File: src/rtl/mmio_pkt_injector.sv
`default_nettype none
// ----------------------------------------------------------------------------
// mmio_pkt_injector : CPU-less MMIO programmer for NUM_PKTS NI packet transfers
// Revision 1.0 - initial release
// ----------------------------------------------------------------------------
module mmio_pkt_injector #(
  parameter int                ADDR_W      = 32,
  parameter int                DATA_W      = 32,
  parameter logic [ADDR_W-1:0] REG_BASE    = '0,
  parameter int                NUM_PKTS    = 4,
  parameter logic [DATA_W-1:0] PKT_BASE    = 32'd67890,
  parameter logic [DATA_W-1:0] PKT_STRIDE  = 32'd64,
  parameter logic [DATA_W-1:0] NBYTES      = 32'd12,
  parameter logic [DATA_W-1:0] TIMER_BASE  = 32'd30,
  parameter logic [DATA_W-1:0] TIMER_STEP  = 32'd0,
  parameter bit                WAIT_IRQ    = 1'b1,
  parameter int                GAP_CYCLES  = 8,
  parameter int                IRQ_TIMEOUT = 1024
) (
  input  logic                            clock_i,
  input  logic                            reset_i,
  input  logic                            start_i,
  input  logic                            irq_i,
  output logic [ADDR_W-1:0]               mmio_addr_o,
  output logic [DATA_W-1:0]               mmio_data_o,
  output logic                            mmio_wb_o,
  output logic                            busy_o,
  output logic                            done_o,
  output logic                            timeout_o,
  output logic [$clog2(NUM_PKTS+1)-1:0]   pkt_cnt_o
);

  localparam int IDX_W   = (NUM_PKTS > 1) ? $clog2(NUM_PKTS) : 1;
  localparam int CNT_MAX = (IRQ_TIMEOUT > GAP_CYCLES) ? IRQ_TIMEOUT : GAP_CYCLES;
  localparam int CNT_W   = $clog2(CNT_MAX + 1);
  localparam int PCNT_W  = $clog2(NUM_PKTS + 1);
  localparam logic [IDX_W-1:0] LAST_IDX = IDX_W'(NUM_PKTS - 1);
  localparam logic [CNT_W-1:0] TO_LAST  = CNT_W'(IRQ_TIMEOUT - 1);
  localparam logic [CNT_W-1:0] GAP_LAST = CNT_W'(GAP_CYCLES - 1);

  typedef enum logic [2:0] {
    S_IDLE      = 3'd0,
    S_WR_ADDR   = 3'd1,
    S_WR_NBYTES = 3'd2,
    S_WR_TIMER  = 3'd3,
    S_WAIT      = 3'd4,
    S_GAP       = 3'd5,
    S_DONE      = 3'd6
  } state_e;

  state_e              state_q, state_d;
  logic [IDX_W-1:0]    idx_q, idx_d;
  logic [CNT_W-1:0]    cnt_q, cnt_d;
  logic [PCNT_W-1:0]   pkt_cnt_q, pkt_cnt_d;
  logic                timeout_q, timeout_d;
  logic                irq_q;
  logic                irq_pend_q, irq_pend_d;
  logic                irq_edge, ack;
  logic [ADDR_W-1:0]   mmio_addr_q, mmio_addr_d;
  logic [DATA_W-1:0]   mmio_data_q, mmio_data_d;
  logic                mmio_wb_q, mmio_wb_d;
  logic                busy_q, done_q;

  assign irq_edge = irq_i & ~irq_q;

  always_comb begin
    state_d    = state_q;
    idx_d      = idx_q;
    cnt_d      = cnt_q;
    pkt_cnt_d  = pkt_cnt_q;
    timeout_d  = timeout_q;
    irq_pend_d = irq_pend_q;
    ack        = 1'b0;
    case (state_q)
      S_IDLE, S_DONE: begin
        if (start_i) begin
          state_d    = S_WR_ADDR;
          idx_d      = '0;
          pkt_cnt_d  = '0;
          timeout_d  = 1'b0;
          irq_pend_d = 1'b0;
        end
      end
      S_WR_ADDR: begin
        state_d = S_WR_NBYTES;
        if (irq_edge) irq_pend_d = 1'b1;
      end
      S_WR_NBYTES: begin
        state_d = S_WR_TIMER;
        if (irq_edge) irq_pend_d = 1'b1;
      end
      S_WR_TIMER: begin
        state_d = WAIT_IRQ ? S_WAIT : S_GAP;
        cnt_d   = '0;
        if (irq_edge) irq_pend_d = 1'b1;
      end
      S_WAIT: begin
        // A pending or fresh edge beats a timeout landing on the same cycle.
        if (irq_pend_q || irq_edge) begin
          ack = 1'b1;
        end else if (cnt_q == TO_LAST) begin
          timeout_d = 1'b1;
          state_d   = S_DONE;
        end else begin
          cnt_d = cnt_q + CNT_W'(1);
        end
      end
      S_GAP: begin
        if (cnt_q == GAP_LAST) ack = 1'b1;
        else cnt_d = cnt_q + CNT_W'(1);
      end
      default: state_d = S_IDLE;
    endcase

    if (ack) begin
      pkt_cnt_d  = pkt_cnt_q + PCNT_W'(1);
      irq_pend_d = 1'b0;
      if (idx_q == LAST_IDX) begin
        state_d = S_DONE;
      end else begin
        idx_d   = idx_q + IDX_W'(1);
        state_d = S_WR_ADDR;
      end
    end
  end

  // Write bus is registered from the next state so the strobe lines up with it.
  always_comb begin
    mmio_wb_d   = 1'b0;
    mmio_addr_d = mmio_addr_q;
    mmio_data_d = mmio_data_q;
    case (state_d)
      S_WR_ADDR: begin
        mmio_wb_d   = 1'b1;
        mmio_addr_d = REG_BASE;
        mmio_data_d = PKT_BASE + DATA_W'(idx_d) * PKT_STRIDE;
      end
      S_WR_NBYTES: begin
        mmio_wb_d   = 1'b1;
        mmio_addr_d = REG_BASE + ADDR_W'(4);
        mmio_data_d = NBYTES;
      end
      S_WR_TIMER: begin
        mmio_wb_d   = 1'b1;
        mmio_addr_d = REG_BASE + ADDR_W'(8);
        mmio_data_d = TIMER_BASE + DATA_W'(idx_d) * TIMER_STEP;
      end
      default: ;
    endcase
  end

  always_ff @(posedge clock_i) begin
    if (reset_i) begin
      state_q     <= S_IDLE;
      idx_q       <= '0;
      cnt_q       <= '0;
      pkt_cnt_q   <= '0;
      timeout_q   <= 1'b0;
      irq_q       <= 1'b0;
      irq_pend_q  <= 1'b0;
      mmio_addr_q <= '0;
      mmio_data_q <= '0;
      mmio_wb_q   <= 1'b0;
      busy_q      <= 1'b0;
      done_q      <= 1'b0;
    end else begin
      state_q     <= state_d;
      idx_q       <= idx_d;
      cnt_q       <= cnt_d;
      pkt_cnt_q   <= pkt_cnt_d;
      timeout_q   <= timeout_d;
      irq_q       <= irq_i;
      irq_pend_q  <= irq_pend_d;
      mmio_addr_q <= mmio_addr_d;
      mmio_data_q <= mmio_data_d;
      mmio_wb_q   <= mmio_wb_d;
      busy_q      <= (state_d != S_IDLE) && (state_d != S_DONE);
      done_q      <= (state_d == S_DONE);
    end
  end

  assign mmio_addr_o = mmio_addr_q;
  assign mmio_data_o = mmio_data_q;
  assign mmio_wb_o   = mmio_wb_q;
  assign busy_o      = busy_q;
  assign done_o      = done_q;
  assign timeout_o   = timeout_q;
  assign pkt_cnt_o   = pkt_cnt_q;

endmodule
`default_nettype wire
File: config.mk
export PLATFORM = sky130hd
export DESIGN_NAME = mmio_pkt_injector
export DESIGN_NICKNAME = d
export VERILOG_FILES = /design/src/rtl/mmio_pkt_injector.sv
export SDC_FILE = /design/constraint.sdc
export NUM_CORES = 1
export LEC_CHECK = 0
export BUFFER_PORTS_ARGS = -buffer_cell sky130_fd_sc_hd__clkbuf_2
export CAP_MARGIN = 20
export CORE_MARGIN = 4
export CORE_UTILIZATION = 25
export CTS_CLUSTER_DIAMETER = 40
export CTS_CLUSTER_SIZE = 25
export DETAILED_ROUTE_END_ITERATION = 8
export RECOVER_POWER = 25
export SLEW_MARGIN = 40
export SYNTH_ARGS = -nofsm -noshare
export SYNTH_HDL_FRONTEND = slang
export SYNTH_SLANG_ARGS = --single-unit
File: constraint.sdc
create_clock -name clock_i -period 2.2 [get_ports clock_i]
set_input_delay 0.44 -clock clock_i [delete_from_list [all_inputs] [get_ports clock_i]]
set_output_delay 0.44 -clock clock_i [all_outputs]
set_load 0.005 [all_outputs]
### Word level (Yosys, flattened, before mapping)

Index checks and enable logic that the tools add are counted.

| operators by class | value |
|---|---|
| add/sub/neg operators | 4 |
| equality and inequality tests | 20 |
| multiplexer cells | 29 |
| bitwise operators | 2 |
| reductions and logical operators | 18 |

Operator list:

| kind | count |
|---|---|
| one-hot mux 32 bit (3 select lines) | 2 |
| 2-to-1 mux 11 bit | 3 |
| one-hot mux 11 bit (3 select lines) | 1 |
| 2-to-1 mux 3 bit | 8 |
| adder 17 x 8 -> 18 bit, first input constant | 1 |
| one-hot mux 3 bit (6 select lines) | 1 |
| == test 3 x 2 -> 1 bit, second input constant | 4 |
| == test 3 bit, second input constant | 4 |
| adder 11 x 1 -> 11 bit, second input constant | 1 |
| == test 11 x 10 -> 1 bit, second input constant | 1 |
| == test 11 x 3 -> 1 bit, second input constant | 1 |
| inequality test 2 bit, second input constant | 5 |
| nonzero test 3 bit | 3 |
| 2-to-1 mux 2 bit | 4 |
| AND reduction 4 bit | 2 |
| nonzero test 2 bit | 4 |
| 2-to-1 mux 1 bit | 7 |
| == test 3 x 1 -> 1 bit, second input constant | 2 |
| one-hot mux 1 bit (2 select lines) | 3 |
| OR reduction 3 bit | 2 |
| OR reduction 2 bit | 2 |
| adder 3 x 1 -> 3 bit, second input constant | 1 |
| logical NOT 3 bit | 1 |
| inequality test 3 bit, second input constant | 1 |
| other kinds (9) | 9 |

| word-level totals | value |
|---|---|
| flip-flop bits (word level) | 89 |
| logic and storage cells | 85 |

### Logic depth before layout (Yosys ltp)

Gate-level depths: netlist (run 1).

| depth | value |
|---|---|
| word-level depth | 9 |
| mapped depth | 9 |
| gate-level depth less buffers | 7 |

### Worst setup path after synthesis (run 1)

No wires, ideal clock.

| timing | value |
|---|---|
| kind | reg-to-reg |
| start point | reg cnt_q[0] |
| end point | reg mmio_data_q[6] (netlist: mmio_data_o[6]) |
| library setup time | 0.096 ns |
| data arrival time | 2.231 ns |
| data required time | 2.104 ns |
| slack | -0.127 ns |
| cell stages (with the launch flop) | 8 |
| path buffers | 1 |
| cell sequence | dfxtp_1 -> ha_1 -> or4b_4 -> or4_4 -> buf_6 -> a21o_4 -> or3_1 -> o311ai_1 |

| between the ends | value |
|---|---|
| word-level cells in the longest chain between the ends | 7 |
| elaborated cells on any way between the ends | 15 |
| those cells by class | 1 x add/sub; 5 x eq/ne; 8 x mux; 1 x reduce/logical |

Ends and longest elaborated chain:

| what | RTL line | source |
|---|---|---|
| start, declared | 53 | `logic [CNT_W-1:0] cnt_q, cnt_d;` |
| start signal, assigned | 169 | `cnt_q <= cnt_d;` |
| parallel branches: the longest is 7 deep, another holds adder 17 x 8 -> 18 bit | -- |  |
| end signal, assigned | 175 | `mmio_data_q <= mmio_data_d;` |
| end, declared | 60 | `logic [DATA_W-1:0] mmio_data_q, mmio_data_d;` |

Parallel ways; which one is timed is not known. The select of a mux whose other input is x is not followed.
A chain may end at the register's enable or synchronous reset.

### Worst setup path in the final report (run 1)

Same ends and word-level chain as after synthesis.

==> summary.txt, run 1 <==
Floorplanning
  • Chip Height: between 100 and 150 µm
  • Initial core utilization: 26.0%
  • DIE AREA: about 10000 µm²
  • Core Region: around 8300 µm²
  • Die W: 101 µm
  • Row cnt: 33
  • Ports: 75

Min path
  • Worst Hold Endpoint: irq_q$_SDFF_PP0_
  • Hold_sp: irq_i
  • Hold WC Path Type: input port to register
  • Hold Crit Depth: 2

Synthesis
  • Avg Synthesized Cell Area: just over 8 µm²
  • Mapped Area: approximately 2200 µm²
  • Post-Syn Instances: approximately 260
  • Seq cells post-synth: 32
  • EDFF count, synth: 0
  • Post-synth top flop: dfxtp_1
  • Cell variety after synth: 60
  • Ys Warns: 0
  • Post-synth ARST share: 0%
  • Register area share after synthesis: ~30%

Layout
  • Layout cells sized above 1: between 20% and 30%
  • Final cell count without fillers: just over 400
  • Post-route cell area: roughly 2400 µm²
  • Area grow syn2layout: 11.5%
  • Net count, final: 309
  • Ant. Diodes: 0

Route
  • DR vias/cell: approximately 4.5
  • DR WL/cell: 11.7 µm
  • Overall routed net length: ~4700 µm
  • ANT nets after route: 0
  • First-pass DRT Iterations: 4
  • DRT iter0 DRCs: between 80 and 90
  • Vias: between 1500 and 2000
  • DRC violations left: 0

STA
  • Final worst slack: 17.3 ps
  • Setup violators final: 0
  • Slew Limit Fails: 0
  • RSZ-0062 raised after global routing: yes
  • Relative slew slack: approximately 67%
  • Final Cycle Share: roughly 99%
  • Worst-margin pin slew: about 500 ps
  • Min Tclk post-route: 2180 ps
  • Max Clock Skew: between 8 and 9 ps
  • Hold Vio Cnt, Final: 0
  • Max Freq: between 400 and 500 MHz

Power
  • Static leakage: 1.05 nW
  • Overall power: ~0.0020 W
  • Worst vdd ir: 0.213 mV
  • Power per cell area: 810 nW/µm²

Clocking
  • CTS buffer count: 5
  • Clock root cell: clkbuf_8
  • Clock sinks: 32
  • Clock buffer depth: 2
  • Post-CTS Hold Buffers: 0
  • Later-pin clock latency in the skew report: between 200 and 300 ps
  • H-tree levels: 2
  • CTS clk-pin slew, worst paths: about 70 ps
  • CTS tree: done

Critical path
  • Worst EP required: about 2400 ps
  • Worst path arrival time: ~2400 ps
  • WS Path Type: register to register
  • RR Endpoint: mmio_data_o[6]$_SDFFE_PP0P_
  • R2R depth: 6
  • Startpoint Class: register
  • Worst Path Max Fanout: 7
  • FF-to-FF setup slack: 20 ps
  • Start of the worst register-to-register path: cnt_q[0]$_SDFFE_PP0P_
  • Critical Path End Type: register

Placement
  • Placement Cell Area: between 2000 and 2500 µm²
  • Placed cells: 397
  • Place WS: -51.5 ps
  • Port-buffer cells: 22
  • RD Place Congestion: just over 0.8
  • Placed wire-length estimate: 3620 µm

GRT
  • GRT Residual Overflow: 0
  • GRT Util Overall: 8.96%
  • Vias in the first global route: 1637
  • First-pass GRT wire length: 7340 µm
  • Initial antenna violation count: 0
  • Largest net degree at the start of global routing: 23

Outcome
  • Outcome: complete, no violations

Run
  • Max_cap viols: 0
## logic make-up after synthesis
| group | Yosys count | synth area share [%] |
|---|---|---|
| simple gates | 83 | 22.8 |
| buf+inv | 75 | 23.8 |
| compound gates | 62 | 18.5 |
| flops | 32 | 29.7 |
| fa+ha+maj | 5 | 2.78 |
| mux | 4 | 1.91 |
| other cells | 1 | 0.174 |
| xor+xnor | 1 | 0.406 |
## cell usage in the layout, fill, tap and decap left out, types with 10 or more instances in the layout
cell	n
o21ai_0	12
a21oi_1	23
buf_4	27
nor2_1	11
dfxtp_1	30
nand3_1	10
conb_1	52
clkbuf_2	17
nand2_1	14
## synth_stat cells, drive strengths merged (2+ instances only)
| library cell | count | area (µm²) |
|---|---|---|
| buf | 61 | 460 |
| and3 | 3 | 20.0 |
| a22oi | 2 | 15.0 |
| nand4 | 3 | 18.8 |
| a21oi | 25 | 129 |
| nand2b | 3 | 18.8 |
| nor3 | 3 | 15.0 |
| a31oi | 2 | 12.5 |
| o211a | 2 | 20.0 |
| o211ai | 2 | 15.0 |
| nand4b | 4 | 35.0 |
| a211oi | 2 | 15.0 |
| nand3 | 10 | 50.1 |
| mux2i | 3 | 30.0 |
| and2 | 4 | 25.0 |
| or4b | 2 | 23.8 |
| nor4 | 2 | 12.5 |
| nor2 | 12 | 45.0 |
| or2b | 2 | 15.0 |
| ha | 4 | 50.1 |
| a21o | 3 | 31.3 |
| inv | 6 | 22.5 |
| or3 | 3 | 18.8 |
| nor2b | 5 | 31.3 |
| o21ai | 13 | 65.1 |
| or4 | 7 | 61.3 |
| clkbuf | 8 | 30.0 |
| dfxtp | 32 | 641 |
| nand2 | 14 | 52.6 |
## sequential cells by signal (all words and copies together) (netlist names)
signal       cells
busy_o           1
cnt_q           11
done_o           1
idx_q            2
irq_pend_q       1
irq_q            1
mmio_addr_o      2
mmio_data_o      5
mmio_wb_o        1
pkt_cnt_o        3
state_q          3
timeout_o        1
## worst max-delay path, cell delays in order, from the launching register on
cell      delay [ps]
dfxtp_4          370
ha_4             130
or4b_4           460
or4_4            490
a21o_4           250
or3_1            300
o311ai_1          70
## worst max-delay path by stage
stage | from | endpoint | slack (ps) | cells after the start
2_1_floorplan | cnt_q[4]$_SDFFE_PP0P_ | mmio_data_o[6]$_SDFFE_PP0P_ | -6 | 7
3_5_place_dp | irq_i | cnt_q[7]$_SDFFE_PP0P_ | -50 | 6
6_report | cnt_q[0]$_SDFFE_PP0P_ | mmio_data_o[6]$_SDFFE_PP0P_ | 20 | 6
4_1_cts | cnt_q[0]$_SDFFE_PP0P_ | mmio_data_o[6]$_SDFFE_PP0P_ | -6 | 6
5_1_grt | cnt_q[0]$_SDFFE_PP0P_ | mmio_data_o[6]$_SDFFE_PP0P_ | -60 | 6
3_3_place_gp | irq_i | cnt_q[7]$_SDFFE_PP0P_ | -7 | 6
## report_power, final
part           internal [W]  total (W)  switching, W
registers          0.000661   0.000728     0.0000673
clock network      0.000204   0.000408      0.000204
logic              0.000375   0.000815      0.000440
## through the flow
stage	hold slack [ps]	setup TNS, ps	utilization [%]
finish	391	0	29.0
global route	378	-338	29.0
CTS	375	-5.51	28.6
detailed placement	482	-51.5	27.8
global placement	477	-6.67	27.8
floorplan	460	-6.07	-
## layer usage
layer	wire (µm)	global-route usage, %	vias to the layer above	share of wire [%]
met5	0	0	-	0
met1	1960	10.2	850	41
met3	293	2.49	6	6.2
met4	68	3.37	0	1.4
met2	2400	15.8	48	51
li1	-	-	902	-
## what timing repair did
action | 4_1_cts | 5_1_grt
resized for setup | 1 | 6
setup buffers | 0 | 2
endpoints found under the hold margin | 0 | 0
endpoints found under the setup margin | 1 | 23
## area by class of cell
type,count,area [µm²]
Fill cell,885,5890
Multi-Input combinational cell,207,1230
Sequential cell,32,646
Timing Repair Buffer,49,307
Tap cell,105,131
Clock buffer,5,68.8
Inverter,6,22.5
Power figures use the tool's default switching activity.
==> run 2, diff against run 1 <==
Settings changed: SETUP_SLACK_MARGIN set to 0.02.
==> run 2 against run 1 <==
Via count is 0.22% higher. Routed wire length barely moved. Critical path depth is the same. Count of clock-buffer cells in the layout did not move. Global-route usage is the same. Sequential share of layout area did not move. Critical endpoint unchanged.
==> summary.txt, run 2 (synthesis gave the netlist of run 1 again) <==
Power
  • Clk pwr share: a little over a fifth
  • Sw Pwr: slightly above 0.0007 W
  • Worst vdd ir: roughly 0.21 mV
  • Internal: 0.00124 W
  • Sw frac: ~37%
  • Static leakage: ~1.1 nW
  • Comb pwr share: a little over two fifths
  • Power per cell area: approximately 810 nW/µm²
  • Reg power frac: between 30 and 40%

STA
  • Max Clock Skew: 8.31 ps
  • Worst-margin pin slew: 495 ps
  • Min Tclk post-route: about 2200 ps
  • Relative slew slack: between 60% and 70%
  • Setup violators final: 0
  • RSZ-0062 raised after global routing: yes
  • Slew Limit Fails: 0
  • Setup TNS: 0 ps
  • Hold slack: roughly 390 ps
  • Max Freq: 458 MHz
  • Hold Vio Cnt, Final: 0
  • Final Cycle Share: between 90% and 100%

GRT
  • First-pass GRT wire length: approximately 7300 µm
  • GRT Util Overall: approximately 9.0%
  • Initial antenna violation count: 0
  • GRT Residual Overflow: 0
  • Vias in the first global route: between 1500 and 2000
  • Largest net degree at the start of global routing: 23

Run
  • Max_cap viols: 0

Min path
  • Worst Hold Endpoint: irq_q$_SDFF_PP0_
  • Hold Crit Depth: 2
  • Hold WC Path Type: input port to register
  • Hold_sp: irq_i

Critical path
  • Worst EP required: around 2400 ps
  • Critical Path End Type: register
  • Worst path arrival time: approximately 2400 ps
  • Worst Path Max Fanout: 7
  • Startpoint Class: register
  • RR Endpoint: mmio_data_o[6]$_SDFFE_PP0P_
  • Start of the worst register-to-register path: cnt_q[0]$_SDFFE_PP0P_
  • WS Path Type: register to register
  • FF-to-FF setup slack: between 15 and 20 ps
  • R2R depth: 6

Placement
  • Placed wire-length estimate: roughly 3600 µm
  • RD Place Congestion: slightly above 0.8
  • Port-buffer cells: 22

Floorplanning
  • Core Region: a little over 8000 µm²
  • Initial core utilization: between 20% and 30%
  • Ports: between 70 and 80
  • DIE AREA: slightly above 10000 µm²
  • Chip Height: between 100 and 150 µm
  • Die W: roughly 100 µm
  • Row cnt: 33

Route
  • First-pass DRT Iterations: 4
  • ANT nets after route: 0
  • DRC violations left: 0
  • DRT iter0 DRCs: roughly 80
  • Overall routed net length: 4730 µm
  • DR WL/cell: 11.7 µm
  • Vias: roughly 1800
  • DR vias/cell: roughly 4.5

Layout
  • Commonest non-fill, non-tap cell in the layout: conb_1
  • Largest Register: cnt_q
  • Ant. Diodes: 0
  • Area grow syn2layout: 11.5%
  • Net count, final: slightly above 300
  • Most frequent cells in the layout: conb_1, dfxtp_1, buf_4
  • Max FFs per register: 11
  • Fill count: between 800 and 900
  • Layout cells sized above 1: between 20% and 30%
  • Post-layout util: approximately 29%

Clocking
  • Later-pin clock latency in the skew report: 280 ps
  • Clock sinks: 32
  • Post-CTS Hold Buffers: 0
  • Clock root cell: clkbuf_8
  • H-tree levels: 2
  • CTS buffer count: 5
  • Clock buffer depth: 2
  • CTS tree: done
  • CTS clk-pin slew, worst paths: about 70 ps

Outcome
  • Outcome: complete, no violations
## run 2: cell counts in the layout (fill, tap and decap cells not counted)
No cell type changed its count.
## run 2: worst max path at each step
stage                                  endpoint                  start  slack [ps]  depth (start not counted)
floorplan           mmio_data_o[6]$_SDFFE_PP0P_  cnt_q[4]$_SDFFE_PP0P_          -6                          7
global placement          cnt_q[7]$_SDFFE_PP0P_                  irq_i          -7                          6
detailed placement        cnt_q[7]$_SDFFE_PP0P_                  irq_i         -50                          6
CTS                 mmio_data_o[6]$_SDFFE_PP0P_  cnt_q[0]$_SDFFE_PP0P_          -6                          6
global route        mmio_data_o[6]$_SDFFE_PP0P_  cnt_q[0]$_SDFFE_PP0P_         -60                          6
finish              mmio_data_o[6]$_SDFFE_PP0P_  cnt_q[0]$_SDFFE_PP0P_          20                          6
## run 2: layout make-up
type / instances / area, µm² / share of cell area (%)
Multi-Input combinational cell: 207 / 1230 / 51.2
Sequential cell: 32 / 646 / 26.8
Timing Repair Buffer: 49 / 307 / 12.7
Tap cell: 105 / 131 / 5.45
Clock buffer: 5 / 68.8 / 2.86
Inverter: 6 / 22.5 / 0.935
## run 2: power by group through the flow
stage | Sequential [W] | Clock [W] | Combinational (W)
after CTS | 0.000731 | 0.000428 | 0.000820
after detailed placement | 0.000744 | 0 | 0.000811
after floorplan | 0.000727 | 0 | 0.000612
final | 0.000729 | 0.000408 | 0.000815
after global placement | 0.000742 | 0 | 0.000807
after global routing | 0.000740 | 0.000442 | 0.000896
## run 2: metrics by stage
step	std cells	power (W)	cell area, µm²	setup WS (ps)
after floorplan	314	0.00134	2370	-6.07
after detailed placement	397	0.00155	2300	-51.5
after CTS	402	0.00198	2380	-5.51
after global routing	404	0.00208	2410	-59.1
after global placement	397	0.00155	2300	-6.67
final	404	0.00195	2410	17.4
## run 2: per-layer routing
| layer | vias up | global-route usage (%) | share of wire [%] |
|---|---|---|---|
| met4 | 0 | 3.37 | 1.4 |
| met3 | 6 | 2.49 | 6.7 |
| met1 | 851 | 10.2 | 41 |
| met5 | - | 0 | 0 |
| li1 | 902 | - | - |
| met2 | 51 | 15.8 | 51 |
## run 2: repair_timing
action                                  in CTS  in global routing
endpoints found under the setup margin       3                 25
resized for setup                            2                  5
setup buffers                                0                  2
endpoints found under the hold margin        0                  0
cloned                                       0                  0
## run 2: critical path, stage by stage, from the launching register on
cell and delay (ps):
dfxtp_4 370, ha_4 130, or4b_4 460, or4_4 490, a21o_4 250, or3_1 300, o311ai_1 70
==> run 3, diff against run 2 <==
Settings changed: CORE_UTILIZATION 25 to 40, PLACE_DENSITY set to 0.69.
==> run 3 against run 2 <==
The flow now finishes with violations (setup timing). Clock power increased by 15%. Combinational power decreased by 2%. Core utilization increased by 17 points. Critical path type unchanged. Die area decreased by 35%. Global-route usage increased by 4.4 points. Cell count decreased by 8.7%. Hold slack got worse by 17 ps. Count of clock-buffer cells in the layout increased by 1. Sequential power about the same. Cell area decreased by 1.9%.
==> summary.txt, run 3 (synthesis gave the netlist of run 1 again) <==
Route
  • Met1 wire length: about 1900 µm
  • Overall routed net length: ~4500 µm
  • DR WL/cell: about 12 µm
  • DRT iter0 DRCs: between 100 and 150
  • DRC violations left: 0
  • ANT nets after route: 0
  • Met2 WL post-DR: 2290 µm
  • DR vias/cell: 4.85
  • Vias: 1790
  • First-pass DRT Iterations: 4
  • Met3 WL: between 200 and 300 µm
  • Highest Signal Layer: met4

Outcome
  • Outcome: complete, but fails checks
  • Failing checks: setup timing

STA
  • Final Cycle Share: 100%
  • Max Freq: 454 MHz
  • Hold Vio Cnt, Final: 0
  • Min Tclk post-route: 2200 ps
  • Slew Limit Fails: 0
  • Setup violators final: 1
  • Worst-margin pin slew: around 570 ps
  • RSZ-0062 raised after global routing: yes
  • Max Clock Skew: around 7.6 ps
  • Final worst slack: -1.45 ps
  • Relative slew slack: approximately 61%
  • Hold slack: ~370 ps

GRT
  • Vias in the first global route: ~1500
  • GRT Util Overall: between 10% and 20%
  • First-pass GRT wire length: roughly 7000 µm
  • GRT Residual Overflow: 0
  • Largest net degree at the start of global routing: 20
  • Initial antenna violation count: 0

Clocking
  • CTS tree: done
  • Clock root cell: clkbuf_8
  • Later-pin clock latency in the skew report: about 290 ps
  • Post-CTS Hold Buffers: 0
  • H-tree levels: 2
  • CTS clk-pin slew, worst paths: 70 ps
  • Clock sinks: 32
  • Clock buffer depth: 2
  • CTS buffer count: 5

Power
  • Comb pwr share: 40.0%
  • Internal: around 0.0013 W
  • Power per cell area: 848 nW/µm²
  • Clk pwr share: 23.5%
  • Worst vdd ir: a little over 0.3 mV
  • Sw Pwr: ~0.00073 W
  • Static leakage: roughly 1.1 nW
  • Reg power frac: approximately 37%
  • Sw frac: 36.4%

Layout
  • Most frequent cells in the layout: conb_1, dfxtp_1, buf_4
  • Max FFs per register: 11
  • Area grow syn2layout: 9.44%
  • Layout cells sized above 1: a little under a quarter
  • Commonest non-fill, non-tap cell in the layout: conb_1
  • Ant. Diodes: 0
  • Multi-input logic area: about 1200 µm²
  • Largest Register: cnt_q
  • Net count, final: between 300 and 400
  • Reg area: 651 µm²
  • Fill count: 526

Critical path
  • Startpoint Class: register
  • Worst EP required: roughly 2400 ps
  • Critical Path End Type: register
  • Worst path arrival time: around 2400 ps
  • Worst Path Max Fanout: 7
  • WS Path Type: register to register

Floorplanning
  • Ports: 75
  • Die W: 81.5 µm
  • Chip Height: 81.5 µm
  • Initial core utilization: between 40% and 50%
  • Row cnt: 26
  • Core Region: between 5000 and 6000 µm²
  • DIE AREA: 6640 µm²

Placement
  • Place WS: -44.5 ps
  • RD Place Congestion: 0.833
  • Placed wire-length estimate: 3440 µm
  • Port-buffer cells: 22

Run
  • Max_cap viols: 0

Min path
  • Hold WC Path Type: input port to register
run 3: cell count changes in the layout (fill, tap and decap cells not counted), sizes merged:
cell | before | now
buf | 27 | 24
clkbuf | 27 | 28
clkinv | 0 | 2
run 3: power groups by stage:
stage | sequential, W | combinational, W | clock [W]
finish | 0.000732 | 0.000802 | 0.000470
global route | 0.000746 | 0.000888 | 0.000512
CTS | 0.000735 | 0.000799 | 0.000482
detailed placement | 0.000749 | 0.000791 | 0
global placement | 0.000749 | 0.000783 | 0
floorplan | 0.000727 | 0.000612 | 0
run 3: repair_timing:
item / CTS / global route
setup buffers: 0 / 2
endpoints found under the hold margin: 0 / 0
endpoints found under the setup margin: 2 / 27
gates resized for setup: 2 / 6
run 3: routing by layer:
| layer | GRT usage (%) | vias to the layer above |
|---|---|---|
| met5 | 0 | - |
| met4 | 4.05 | 0 |
| met3 | 3.62 | 6 |
| met2 | 22.3 | 47 |
| met1 | 16.7 | 837 |
| li1 | - | 900 |
run 3: worst paths after layout:
kind / from / endpoint / slack (ps) / cells past startpoint
setup / recovery: cnt_q[1]$_SDFFE_PP0P_ / mmio_data_o[6]$_SDFFE_PP0P_ / -1 / 6
hold / removal: irq_i / irq_q$_SDFF_PP0_ / 370 / 2
setup reg to reg: cnt_q[1]$_SDFFE_PP0P_ / mmio_data_o[6]$_SDFFE_PP0P_ / -1 / 6
hold reg to reg: mmio_data_o[3]$_SDFFE_PP0P_ / mmio_data_o[3]$_SDFFE_PP0P_ / 490 / 2
run 3: layout make-up:
cell class / count / share of cell area, %
multi-input combinational: 207 / 51.9
clock buffer: 6 / 3.49
timing repair buffer: 46 / 12.0
inverter: 6 / 0.953
clock inverter: 2 / 0.424
tap: 70 / 3.71
sequential: 32 / 27.5
run 3: stage by stage:
step / instances / TNS (ps) / power (W) / instance area, µm² / util (%)
2_1_floorplan: 314 / -6.07 / 0.00134 / 2370 / -
3_5_place_dp: 359 / -61.7 / 0.00154 / 2240 / 43.3
6_report: 369 / -1.45 / 0.00200 / 2360 / 45.7
4_1_cts: 367 / -19.6 / 0.00202 / 2340 / 45.2
5_1_grt: 369 / -136 / 0.00215 / 2360 / 45.7
3_3_place_gp: 359 / 0 / 0.00153 / 2240 / 43.3
run 3: worst max-delay path: stages, from the launching register on:
cell and delay, ps:
dfxtp_4 370, ha_4 130, or4b_4 460, or4_4 500
a21o_4 250, or3_1 310, o311ai_1 80
